$ cat config.mk
export PLATFORM = sky130hd
export DESIGN_NAME = uart_tx_device
export DESIGN_NICKNAME = d
export VERILOG_FILES = /design/src/rtl/uart_tx_device.sv
export SDC_FILE = /design/constraint.sdc
export NUM_CORES = 1
export LEC_CHECK = 0
export ABC_AREA = 1
export CAP_MARGIN = 20
export CORE_MARGIN = 1
export CORE_UTILIZATION = 35
export DETAILED_ROUTE_END_ITERATION = 7
export GPL_TIMING_DRIVEN = 0
export PLACE_DENSITY = 0.55
export SYNTH_ARGS = -nofsm -noshare
export SYNTH_HDL_FRONTEND = slang
export SYNTH_SLANG_ARGS = --single-unit
$ cat constraint.sdc
create_clock -name clk_i -period 2.9 [get_ports clk_i]
set_input_delay 0.58 -clock clk_i [delete_from_list [all_inputs] [get_ports clk_i]]
set_output_delay 0.58 -clock clk_i [all_outputs]
set_load 0.005 [all_outputs]
$ cat src/rtl/uart_tx_device.sv
// Bus-attached 8N1 UART transmitter: byte FIFO, STATUS/CTRL registers, and a
// drain interrupt. Every bus request is answered on the following cycle.
module uart_tx_device #(
  parameter int unsigned DataWidth    = 32,
  parameter int unsigned AddressWidth = 32,
  parameter int unsigned FifoDepth    = 8,
  parameter int unsigned ClkDiv       = 16
) (
  input  logic                    clk_i,
  input  logic                    rst_ni,
  input  logic                    device_req_i,
  input  logic [AddressWidth-1:0] device_addr_i,
  input  logic                    device_we_i,
  input  logic [DataWidth/8-1:0]  device_be_i,
  input  logic [DataWidth-1:0]    device_wdata_i,
  output logic                    device_rvalid_o,
  output logic [DataWidth-1:0]    device_rdata_o,
  output logic                    device_err_o,
  output logic                    uart_tx_o,
  output logic                    irq_o
);
  localparam int unsigned PtrW = (FifoDepth > 1) ? $clog2(FifoDepth) : 1;
  localparam int unsigned LvlW = $clog2(FifoDepth + 1);
  localparam int unsigned CntW = (ClkDiv > 1) ? $clog2(ClkDiv) : 1;
  localparam logic [CntW-1:0] BaudMax = CntW'(ClkDiv - 1);
  localparam logic [LvlW-1:0] LvlFull = LvlW'(FifoDepth);

  typedef enum logic [1:0] {IDLE, START, DATA, STOP} state_e;
  typedef enum logic [1:0] {RegTxData, RegStatus, RegCtrl, RegRsvd} reg_e;

  state_e            state_q, state_d;
  logic [CntW-1:0]   baud_q, baud_d;
  logic [2:0]        bit_idx_q, bit_idx_d;
  logic [7:0]        shift_q, shift_d;
  logic              tx_q, tx_d;

  logic [7:0]        mem_q [FifoDepth];
  logic [PtrW-1:0]   wptr_q, rptr_q;
  logic [LvlW-1:0]   level_q;
  logic              full, empty, push_req, push, pop, busy;

  logic              tx_en_q, irq_en_q, ctrl_we;
  logic              rvalid_q, err_q, err_d;
  logic [DataWidth-1:0] rdata_q, rdata_d;
  reg_e              reg_sel;
  logic              unused_bits;

  assign reg_sel     = reg_e'(device_addr_i[3:2]);
  assign full        = (level_q == LvlFull);
  assign empty       = (level_q == '0);
  assign unused_bits = ^{device_addr_i[AddressWidth-1:4], device_addr_i[1:0],
                         device_be_i[DataWidth/8-1:1], device_wdata_i[DataWidth-1:8]};

  // Bus decode; overflow is judged on the level at the start of the cycle.
  always_comb begin
    rdata_d  = '0;
    err_d    = 1'b0;
    push_req = 1'b0;
    ctrl_we  = 1'b0;
    if (device_req_i) begin
      unique case (reg_sel)
        RegTxData: push_req = device_we_i & device_be_i[0];
        RegStatus: begin
          if (device_we_i) err_d = 1'b1;
          else rdata_d[15:0] = {8'(level_q), 5'b0, busy, empty, full};
        end
        RegCtrl: begin
          if (device_we_i) ctrl_we = device_be_i[0];
          else rdata_d[1:0] = {irq_en_q, tx_en_q};
        end
        RegRsvd: err_d = 1'b1;
      endcase
      if (push_req && full) err_d = 1'b1;
    end
  end

  assign push = push_req & ~full;

  always_ff @(posedge clk_i or negedge rst_ni) begin
    if (!rst_ni) begin
      rvalid_q <= 1'b0;
      rdata_q  <= '0;
      err_q    <= 1'b0;
      tx_en_q  <= 1'b1;
      irq_en_q <= 1'b0;
    end else begin
      rvalid_q <= device_req_i;
      rdata_q  <= rdata_d;
      err_q    <= err_d;
      if (ctrl_we) begin
        tx_en_q  <= device_wdata_i[0];
        irq_en_q <= device_wdata_i[1];
      end
    end
  end

  always_ff @(posedge clk_i) begin
    if (push) mem_q[wptr_q] <= device_wdata_i[7:0];
  end

  always_ff @(posedge clk_i or negedge rst_ni) begin
    if (!rst_ni) begin
      wptr_q  <= '0;
      rptr_q  <= '0;
      level_q <= '0;
    end else begin
      if (push) wptr_q <= wptr_q + PtrW'(1);
      if (pop)  rptr_q <= rptr_q + PtrW'(1);
      level_q <= level_q + LvlW'(push) - LvlW'(pop);
    end
  end

  always_ff @(posedge clk_i or negedge rst_ni) begin
    if (!rst_ni) begin
      state_q   <= IDLE;
      baud_q    <= '0;
      bit_idx_q <= '0;
      shift_q   <= '0;
      tx_q      <= 1'b1;
    end else begin
      state_q   <= state_d;
      baud_q    <= baud_d;
      bit_idx_q <= bit_idx_d;
      shift_q   <= shift_d;
      tx_q      <= tx_d;
    end
  end

  always_comb begin
    state_d   = state_q;
    baud_d    = baud_q;
    bit_idx_d = bit_idx_q;
    shift_d   = shift_q;
    pop       = 1'b0;
    unique case (state_q)
      IDLE: begin
        if (tx_en_q && !empty) begin
          pop     = 1'b1;
          shift_d = mem_q[rptr_q];
          baud_d  = BaudMax;
          state_d = START;
        end
      end
      START: begin
        if (baud_q == '0) begin
          baud_d    = BaudMax;
          bit_idx_d = '0;
          state_d   = DATA;
        end else baud_d = baud_q - CntW'(1);
      end
      DATA: begin
        if (baud_q == '0) begin
          baud_d  = BaudMax;
          shift_d = {1'b0, shift_q[7:1]};
          if (bit_idx_q == 3'd7) state_d = STOP;
          else bit_idx_d = bit_idx_q + 3'd1;
        end else baud_d = baud_q - CntW'(1);
      end
      STOP: begin
        if (baud_q == '0) begin
          if (tx_en_q && !empty) begin
            pop     = 1'b1;
            shift_d = mem_q[rptr_q];
            baud_d  = BaudMax;
            state_d = START;
          end else state_d = IDLE;
        end else baud_d = baud_q - CntW'(1);
      end
    endcase
  end

  // The pin is registered from the next state so it lines up with state_q.
  always_comb begin
    unique case (state_d)
      START:   tx_d = 1'b0;
      DATA:    tx_d = shift_d[0];
      default: tx_d = 1'b1;
    endcase
    busy  = (state_q != IDLE);
    irq_o = empty & ~busy & irq_en_q;
  end

  assign uart_tx_o       = tx_q;
  assign device_rvalid_o = rvalid_q;
  assign device_rdata_o  = rdata_q;
  assign device_err_o    = err_q;

endmodule
==> run metrics, run 1 <==
Mean Syn Cell Area=9.48 µm²; hpwl dp=7.54 mm; RSZ-0062 raised after global routing=false; Layout Cells excl Fill=789; startpoint class of the critical path=input pin; setup TNS=0 ns; Syn. warnings=0; initial antenna violation count=0; Final Util=43.2%; met2 Resource Use GR=25.7%; routed vias/inst=4.63; area of the die=15200 µm²; core outline area=14100 µm²; Max stage delay cell, worst path=nor2_1; routing usage on met3=2.95%; clk root buf=clkbuf_16; power consumption=5.46 mW; CP Capture Type=flop; CP dominant cell by count=inv_1; maxcap violations=0; initial core utilization=36.5%; Syn Std Cell Area=5150 µm²; Max VDD drop=0.417 mV; leading area contributor after synthesis=edfxtp_1; TritonCTS clock tree=built; Netlist cell types=37; top-count cell post-synth=nand2_1; max-slew violation count=0; HP Class=in -> async; clock-pin slew on the worst setup and hold paths=0.07 ns; Worst-Skew Late Latency=0.35 ns; register area share after synthesis=56.3%; Post-synth top cells=nand2_1 (197), edfxtp_1 (64), inv_1 (49); Most Used Layer, Global Route=met2; Nets=697; Pleak=2.85 nW; PnR worst setup slack=0.186 ns; fraction of the cycle the final worst path needs=93.6%; CTS Hold Buffers Added=0; first-pass GRT wire length=17.8 mm; Routed Antenna Nets=0; reg2reg path depth=10; vias post-DR=3652; Die Wd=123 µm; Period minus WS final=2.71 ns; fmax=0.368 GHz; CP peak stage delay=0.69 ns; H-tree levels=3; largest net degree at the start of global routing=23; gp weighted congestion=0.821; ys async rst share=37.9%; die height=123 µm; P&R area growth vs syn=18.3%; Mapped Cells=543; GRT overflow=0; Post-synth EDFFs=64; ranking of synthesized cells by area=edfxtp_1 (37%), dfrtp_1 (18%), nand2_1 (14%); fill count=1363; num ports=108; fraction of layout instances using a drive strength above 1=14.3%; Starting DRT DRC Count=161; number of CTS-inserted buffers=9; worst slack at placement=-0.278 ns; final-report hold violation count=0; vias in the first global route=3609; Multi-input gate area=1850 µm²; register bit total from synthesis=103; Post-Route WL=10.8 mm; critical path required time=2.87 ns; CP Class=in -> reg; outcome=finished clean; top cell type's share of synthesized area=37.3%; Main synth FF type=edfxtp_1; GR Layer Usage met1=21.0%; worst-path fanout max=8; Port Buf Inserts=25; Setup Skew=0.00692 ns; gr usage total=15.7%; Final setup viols=0; Inst Count DP=773; Slew Limit Headroom=36.7%; Rows=43; # diodes=0; Slew @ Worst Pin=0.945 ns; Max Buffers Root-to-Sink=2; CTS Sinks=103; 1st-pass router iterations=4; pwr/cell area=896 nW/µm²; Post-route DRC=0; DR WL/cell=13.7 µm; worst path arrival time=2.69 ns; critical-path cell list=clkdlybuf4s50_1 -> inv_1 -> ha_1 -> nand4_1 -> inv_1 -> nand2_1 -> or2_2 -> nor2_1; Register Area=2900 µm²
-- cells in the final DEF, fill, tap and decap left out, types with 4 or more instances in the layout --
| cell | count |
|---|---|
| nand2_1 | 197 |
| edfxtp_1 | 64 |
| inv_1 | 49 |
| nand3_1 | 44 |
| dfrtp_1 | 37 |
| buf_4 | 31 |
| conb_1 | 25 |
| clkdlybuf4s50_1 | 24 |
| nor2_1 | 20 |
| ha_1 | 20 |
| o21ai_0 | 10 |
| clkbuf_16 | 9 |
| inv_2 | 7 |
| o21ai_1 | 7 |
| nor2_2 | 5 |
| a21oi_1 | 5 |
| buf_2 | 5 |
| xor2_1 | 5 |
| nand2_4 | 4 |
-- timing repair --
item / 4_1_cts / 5_1_grt
hold endpoints to repair: 0 / 0
resized for setup: 0 / 3
setup endpoints to repair: 0 / 16
setup buffers: 0 / 0
-- worst max-delay path, delay by kind of cell --
kind	cells	cell delay, ns
AND/OR/NAND/NOR	4	1.27
buffers and inverters	3	0.65
adder cells (fa/ha/maj)	1	0.17
-- worst paths after layout --
| check | from | slack (ns) | to |
|---|---|---|---|
| setup / recovery | device_addr_i[2] | 0.19 | mem_q[0][5]$_DFFE_PP_ |
| hold / removal | rst_ni | 0.18 | bit_idx_q[1]$_DFFE_PN0P_ |
| setup reg to reg | state_q[1]$_DFF_PN0_ | 0.44 | level_q[2]$_DFF_PN0_ |
| hold reg to reg | bit_idx_q[1]$_DFFE_PN0P_ | 0.50 | bit_idx_q[1]$_DFFE_PN0P_ |
| max in group asynchronous | rst_ni | 2.18 | uart_tx_o$_DFF_PN1_ |
| min in group clk_i | bit_idx_q[1]$_DFFE_PN0P_ | 0.50 | bit_idx_q[1]$_DFFE_PN0P_ |
-- power by group --
group	internal, mW	switching, mW	total, mW
clock network	0.852	0.557	1.41
logic	0.770	1.36	2.13
registers	1.77	0.147	1.91
total	3.39	2.07	5.46
-- registers in the layout, indices dropped and copies added, names as in the netlist, 2 cells and up --
name / flops
shift_q: 8
baud_q: 4
level_q: 4
state_q: 2
device_rdata_o: 7
wptr_q: 3
bit_idx_q: 3
mem_q: 64
rptr_q: 3
-- cell families (layout without fill, tap and decap cells) --
| group | after synthesis | in the layout | share of synthesized area (%) |
|---|---|---|---|
| AO/OA/AOI/OAI | 34 | 34 | 4.35 |
| XOR/XNOR | 7 | 7 | 1.19 |
| adder cells (fa/ha/maj) | 21 | 21 | 5.25 |
| buffers and inverters | 95 | 137 | 9.62 |
| flip-flops | 103 | 103 | 56.3 |
| other | 1 | 25 | 0.0728 |
| AND/OR/NAND/NOR | 282 | 282 | 23.2 |
-- layout make-up --
cell class | count | share of cell area (%)
sequential | 103 | 47.6
multi-input combinational | 369 | 30.4
buffer | 38 | 4.58
timing repair buffer | 26 | 4.48
clock buffer | 10 | 3.76
tap | 180 | 3.70
inverter | 57 | 3.55
clock inverter | 6 | 1.93
-- routing by layer --
layer,vias to the layer above,wire [µm],part of all wire [%]
met4,0,144,1.3
met5,-,0,0
li1,1813,-,-
met2,93,5120,47
met1,1734,5120,47
met3,12,417,3.9
-- metrics by stage --
stage	hold slack (ns)	cell area, µm²
floorplan	0.284	5240
global placement	0.478	5710
detailed placement	0.492	5740
CTS	0.195	6080
global route	0.215	6090
finish	0.181	6090
(Power assumes the default switching activity.)
==> inputs of run 2 (changes only) <==
--- a/config.mk
+++ b/config.mk
@@ -15,3 +15,4 @@
 export SYNTH_ARGS = -nofsm -noshare
 export SYNTH_HDL_FRONTEND = slang
 export SYNTH_SLANG_ARGS = --single-unit
+export TNS_END_PERCENT = 1
==> run 2 against run 1 <==
Compared with the run above:
- register-to-register slack about the same
- clock power about the same
- clock-buffer cell count is the same
- sequential share of layout area hardly changed
- non-clock buffer count unchanged
- final cell count unchanged
- maximum frequency increased by 0.26%
- power barely moved
- global-route usage did not move
- critical endpoint unchanged
- highest routed layer unchanged
==> run metrics, run 2 (synthesized netlist as in run 1, its figures left out) <==
power consumption=5.46 mW (about the same); most frequent cells in the layout=nand2_1 (197), edfxtp_1 (64), inv_1 (49); worst-path fanout max=8 (unchanged); maxcap violations=0 (unchanged); CTS Hold Buffers Added=0 (unchanged); CP Capture Type=flop; fmax=0.369 GHz (+0.26%); largest net degree at the start of global routing=23 (unchanged); first-pass GRT wire length=17.8 mm (unchanged); Slew Limit Headroom=37.3% (+0.58 points); pwr/cell area=896 nW/µm² (about the same); 1st-pass router iterations=4 (unchanged); routed vias/inst=4.65 (+0.36%); clock-pin slew on the worst setup and hold paths=0.07 ns (about the same); fill count=1363 (unchanged); gp weighted congestion=0.821 (unchanged); initial core utilization=36.5% (unchanged); worst path arrival time=2.68 ns (about the same); max-slew violation count=0 (unchanged); num ports=108 (unchanged); clk root buf=clkbuf_16; Max VDD drop=0.418 mV (about the same); # diodes=0 (unchanged); RSZ-0062 raised after global routing=true; fraction of layout instances using a drive strength above 1=14.1% (-0.16 points); Post-route DRC=0 (unchanged); commonest non-fill, non-tap cell in the layout=nand2_1; Worst-Skew Late Latency=0.35 ns (about the same); Pleak=2.85 nW (about the same); post-CTS setup buffer count=0 (unchanged); Nets=697 (unchanged); gr usage total=15.7% (unchanged); Slew @ Worst Pin=0.937 ns (-0.00865 ns); hpwl dp=7.54 mm (unchanged); HP Class=in -> async; Register Area=2900 µm² (unchanged); Port Buf Inserts=25 (unchanged); number of CTS-inserted buffers=9 (unchanged); H-tree levels=3 (unchanged); register bank with the most flops=mem_q; Multi-input gate area=1850 µm² (-0.14%); Max Buffers Root-to-Sink=2 (unchanged); P&R area growth vs syn=18.3% (about the same); core outline area=14100 µm² (unchanged); Final setup viols=0 (unchanged); critical path required time=2.87 ns (about the same); Largest register FFs=64 (unchanged); PnR worst setup slack=0.193 ns (+0.00704 ns); vias post-DR=3665 (+0.36%); area of the die=15200 µm² (unchanged); Starting DRT DRC Count=158 (-1.9%); Period minus WS final=2.71 ns (-0.00704 ns); startpoint class of the critical path=input pin; Rows=43 (unchanged); post_cts resized=0 (unchanged); Setup Skew=0.00602 ns (-0.000899 ns); DR WL/cell=13.7 µm (about the same); TritonCTS clock tree=built; die height=123 µm (unchanged); CP Class=in -> reg; Routed Antenna Nets=0 (unchanged); Post-Route WL=10.8 mm (about the same); initial antenna violation count=0 (unchanged); Die Wd=123 µm (unchanged); vias in the first global route=3609 (unchanged); final-report hold violation count=0 (unchanged); CTS Sinks=103 (unchanged); GRT overflow=0 (unchanged); outcome=finished clean; worst slack at placement=-0.278 ns (unchanged); fraction of the cycle the final worst path needs=93.4% (-0.24 points)
## run 2: cell counts in the layout (fill, tap and decap cells not counted)
Identical to the previous run, type by type.
## run 2: layer usage
layer  up-vias  part of all wire [%]  GRT usage, %
met4         0                   1.3          4.89
met5         -                     0             0
met3        12                   3.9          2.95
li1       1813                     -             -
met2        93                    47          25.7
met1      1747                    47          21.0
## run 2: final timing paths
check                      slack, ns                       end  cells after the start                      from
max                             0.19     mem_q[0][5]$_DFFE_PP_                      8          device_addr_i[2]
min                             0.18  bit_idx_q[1]$_DFFE_PN0P_                      1                    rst_ni
max reg2reg                     0.44      level_q[2]$_DFF_PN0_                     10      state_q[1]$_DFF_PN0_
min reg2reg                     0.50  bit_idx_q[1]$_DFFE_PN0P_                      1  bit_idx_q[1]$_DFFE_PN0P_
max in group asynchronous       2.18       uart_tx_o$_DFF_PN1_                      2                    rst_ni
min in group clk_i              0.50  bit_idx_q[1]$_DFFE_PN0P_                      1  bit_idx_q[1]$_DFFE_PN0P_
## run 2: per-stage QoR
step / setup TNS [ns] / util, % / cell area [µm²] / instances / hold slack (ns)
final: 0 / 43.2 / 6090 / 789 / 0.181
after CTS: 0 / 43.2 / 6080 / 789 / 0.195
after global placement: -3.24 / 40.5 / 5710 / 772 / 0.478
after detailed placement: -8.36 / 40.7 / 5740 / 773 / 0.492
after global routing: -0.0322 / 43.2 / 6090 / 789 / 0.215
after floorplan: 0 / - / 5240 / 567 / 0.284
## run 2: area by class of cell
cell class,instances,area share [%]
inverters,57,3.56
plain buffers,38,4.58
well taps,180,3.70
repair buffers,26,4.48
multi-input cells,369,30.4
clock buffers,10,3.76
clock inverters,6,1.93
flip-flops and latches,103,47.6
## run 2: power by group
| group | switching (mW) | internal, mW | leakage [nW] | total, mW |
|---|---|---|---|---|
| combinational | 1.36 | 0.770 | 1.61 | 2.13 |
| sequential | 0.147 | 1.77 | 1.07 | 1.91 |
| clock | 0.555 | 0.852 | 0.165 | 1.41 |
## run 2: critical path, cell delays in order
cell and delay, ns:
clkdlybuf4s50_1 0.46, inv_1 0.11, ha_1 0.17, nand4_1 0.13
inv_1 0.08, nand2_1 0.10, or2_2 0.35, nor2_1 0.69
==> inputs of run 3 (changes only) <==
--- a/config.mk
+++ b/config.mk
@@ -10,8 +10,9 @@
 export CORE_MARGIN = 1
 export CORE_UTILIZATION = 35
 export DETAILED_ROUTE_END_ITERATION = 7
-export GPL_TIMING_DRIVEN = 0
+export GPL_TIMING_DRIVEN = 1
 export PLACE_DENSITY = 0.55
+export SLEW_MARGIN = 10
 export SYNTH_ARGS = -nofsm -noshare
 export SYNTH_HDL_FRONTEND = slang
 export SYNTH_SLANG_ARGS = --single-unit
==> run 3 against run 2 <==
Compared with the run above:
- clock-buffer cell count shrank 1
- highest routed layer unchanged
- largest cell class unchanged
- register-to-register slack lost 0.03 ns
- non-clock buffer count shrank 28
- clock skew grew 0.0015 ns
- first-iteration DRC count grew 6.3%
- combinational power shrank 8%
- worst setup slack gained 0.050 ns
- die area is the same
==> run metrics, run 3 (synthesized netlist as in run 1, its figures left out) <==
H-tree levels=3 (unchanged); Setup Skew=0.00754 ns (+0.00152 ns); Design Area, Final=5820 µm² (-4.4%); Final Util=41.3% (-1.9 points); commonest non-fill, non-tap cell in the layout=nand2_1; clock power share=23.9% (-1.9 points); M1 wire length=4.98 mm (-2.9%); most frequent cells in the layout=nand2_1 (197), edfxtp_1 (64), inv_1 (49); number of CTS-inserted buffers=9 (unchanged); Port Buf Inserts=25 (unchanged); GRT overflow=0 (unchanged); first-pass GRT wire length=17.0 mm (-4.4%); Slew @ Worst Pin=0.907 ns (-0.0293 ns); worst-path fanout max=6 (-2); top sig layer=met4; setup TNS=0 ns (unchanged); core outline area=14100 µm² (unchanged); CP dominant cell by count=inv_1; Post-route DRC=0 (unchanged); Gate power share=38.0% (-1.1 points); routed vias/inst=4.61 (-0.82%); Pint=3.12 mW (-7.8%); Net Sw Power=2.01 mW (-3.0%); critical-path cell list=inv_1 -> ha_1 -> inv_1 -> nor3_1 -> clkdlybuf4s50_1; clock-pin slew on the worst setup and hold paths=0.07 ns (about the same); initial core utilization=36.5% (unchanged); Layout Cells excl Fill=761 (-3.5%); Pleak=2.68 nW (-5.8%); startpoint class of the critical path=flop; Hold WS=0.360 ns (+0.178 ns); pwr/cell area=882 nW/µm² (-1.6%); 1st-pass router iterations=4 (unchanged); TritonCTS clock tree=built; switch share=39.1% (+1.2 points); P&R area growth vs syn=13.0%; post_cts resized=0 (unchanged); hpwl dp=6.63 mm (-12%); gp weighted congestion=0.772 (-5.9%); largest net degree at the start of global routing=40 (+74%); num ports=108 (unchanged); die height=123 µm (unchanged); Die Wd=123 µm (unchanged); CTS Sinks=103 (unchanged); Final setup viols=0 (unchanged); CP Class=reg -> out; met2 wire length=4.79 mm (-6.2%); Max VDD drop=0.392 mV (-6.2%); Inst Count DP=745 (-3.6%); clk root buf=clkbuf_16; vias in the first global route=3394 (-6.0%); max-slew violation count=0 (unchanged); final-report hold violation count=0 (unchanged); vias post-DR=3506 (-4.3%); Max stage delay cell, worst path=clkdlybuf4s50_1; CP peak stage delay=0.54 ns (-0.15 ns); Largest register FFs=64 (unchanged); fmax=0.376 GHz (+1.9%); Period minus WS final=2.66 ns (-0.0504 ns); worst path arrival time=2.08 ns (-0.60 ns); fraction of layout instances using a drive strength above 1=9.98% (-4.1 points); maxcap violations=0 (unchanged); power consumption=5.13 mW (-6.0%); delay-heaviest family, CP=buffers and inverters; Worst-Skew Late Latency=0.34 ns (about the same); CP startpoint=state_q[0]$_DFF_PN0_; outcome=finished clean; RSZ-0062 raised after global routing=false; Slew Limit Headroom=39.5% (+2.2 points); Post-Route WL=10.2 mm (-5.3%); routed wl met3=355 µm (-16%); gr usage total=15.0% (-0.69 points); R2R Path Start=baud_q[0]$_DFF_PN0_; post-CTS setup buffer count=0 (unchanged); Max Buffers Root-to-Sink=2 (unchanged); HP Class=in -> async; # diodes=0 (unchanged); DR WL/cell=13.4 µm (-1.8%); initial antenna violation count=0 (unchanged); placed inst area=5510 µm² (-3.9%); Worst Path Buf+Inv=3 (unchanged); PnR worst setup slack=0.243 ns (+0.0504 ns); area of the die=15200 µm² (unchanged); register bank with the most flops=mem_q; Routed Antenna Nets=0 (unchanged); Rows=43 (unchanged); Nets=669 (-4.0%); Starting DRT DRC Count=168 (+6.3%); fraction of the cycle the final worst path needs=91.6% (-1.7 points); CTS Hold Buffers Added=0 (unchanged); critical path required time=2.32 ns (-0.55 ns); fill count=1401 (+2.8%); sequential power share=38.1% (+3.0 points); worst slack at placement=0.110 ns (+0.388 ns); CP Capture Type=primary output
run 3: layout make-up:
type | instances | area, µm² | share of cell area, %
sequential | 103 | 2900 | 49.8
multi-input combinational | 369 | 1840 | 31.7
timing repair buffer | 36 | 328 | 5.63
clock buffer | 9 | 225 | 3.87
tap | 180 | 225 | 3.87
inverter | 57 | 216 | 3.72
clock inverter | 7 | 80.1 | 1.38
run 3: worst paths after layout:
kind / end / slack, ns / depth (start not counted)
setup / recovery: irq_o / 0.24 / 5
hold / removal: state_q[1]$_DFF_PN0_ / 0.36 / 1
setup reg to reg: level_q[2]$_DFF_PN0_ / 0.41 / 11
hold reg to reg: bit_idx_q[0]$_DFFE_PN0P_ / 0.49 / 1
max in group asynchronous: shift_q[2]$_DFFE_PN0P_ / 1.97 / 1
min in group clk_i: bit_idx_q[0]$_DFFE_PN0P_ / 0.49 / 1
run 3: routing by layer:
metal | track usage, % | vias up
li1 | - | 1759
met1 | 19.9 | 1674
met2 | 24.6 | 67
met3 | 2.54 | 6
met4 | 5.35 | 0
met5 | 0 | -
run 3: worst reg2reg max path, cell delays in order (launching register included):
cell and delay [ns]:
dfrtp_1 0.38, inv_1 0.11, ha_1 0.25, nand2_4 0.15, o21ai_4 0.29, nand3_2 0.16
inv_2 0.15, ha_1 0.13, inv_1 0.04, ha_1 0.19, fa_1 0.38, xor2_1 0.16
run 3: power groups by stage:
stage | registers (mW) | logic [mW] | clock network (mW)
floorplan | 1.91 | 1.61 | 0
finish | 1.95 | 1.95 | 1.23
global placement | 1.97 | 1.93 | 0
global route | 1.98 | 2.25 | 1.31
detailed placement | 1.98 | 1.96 | 0
CTS | 1.95 | 1.97 | 1.26
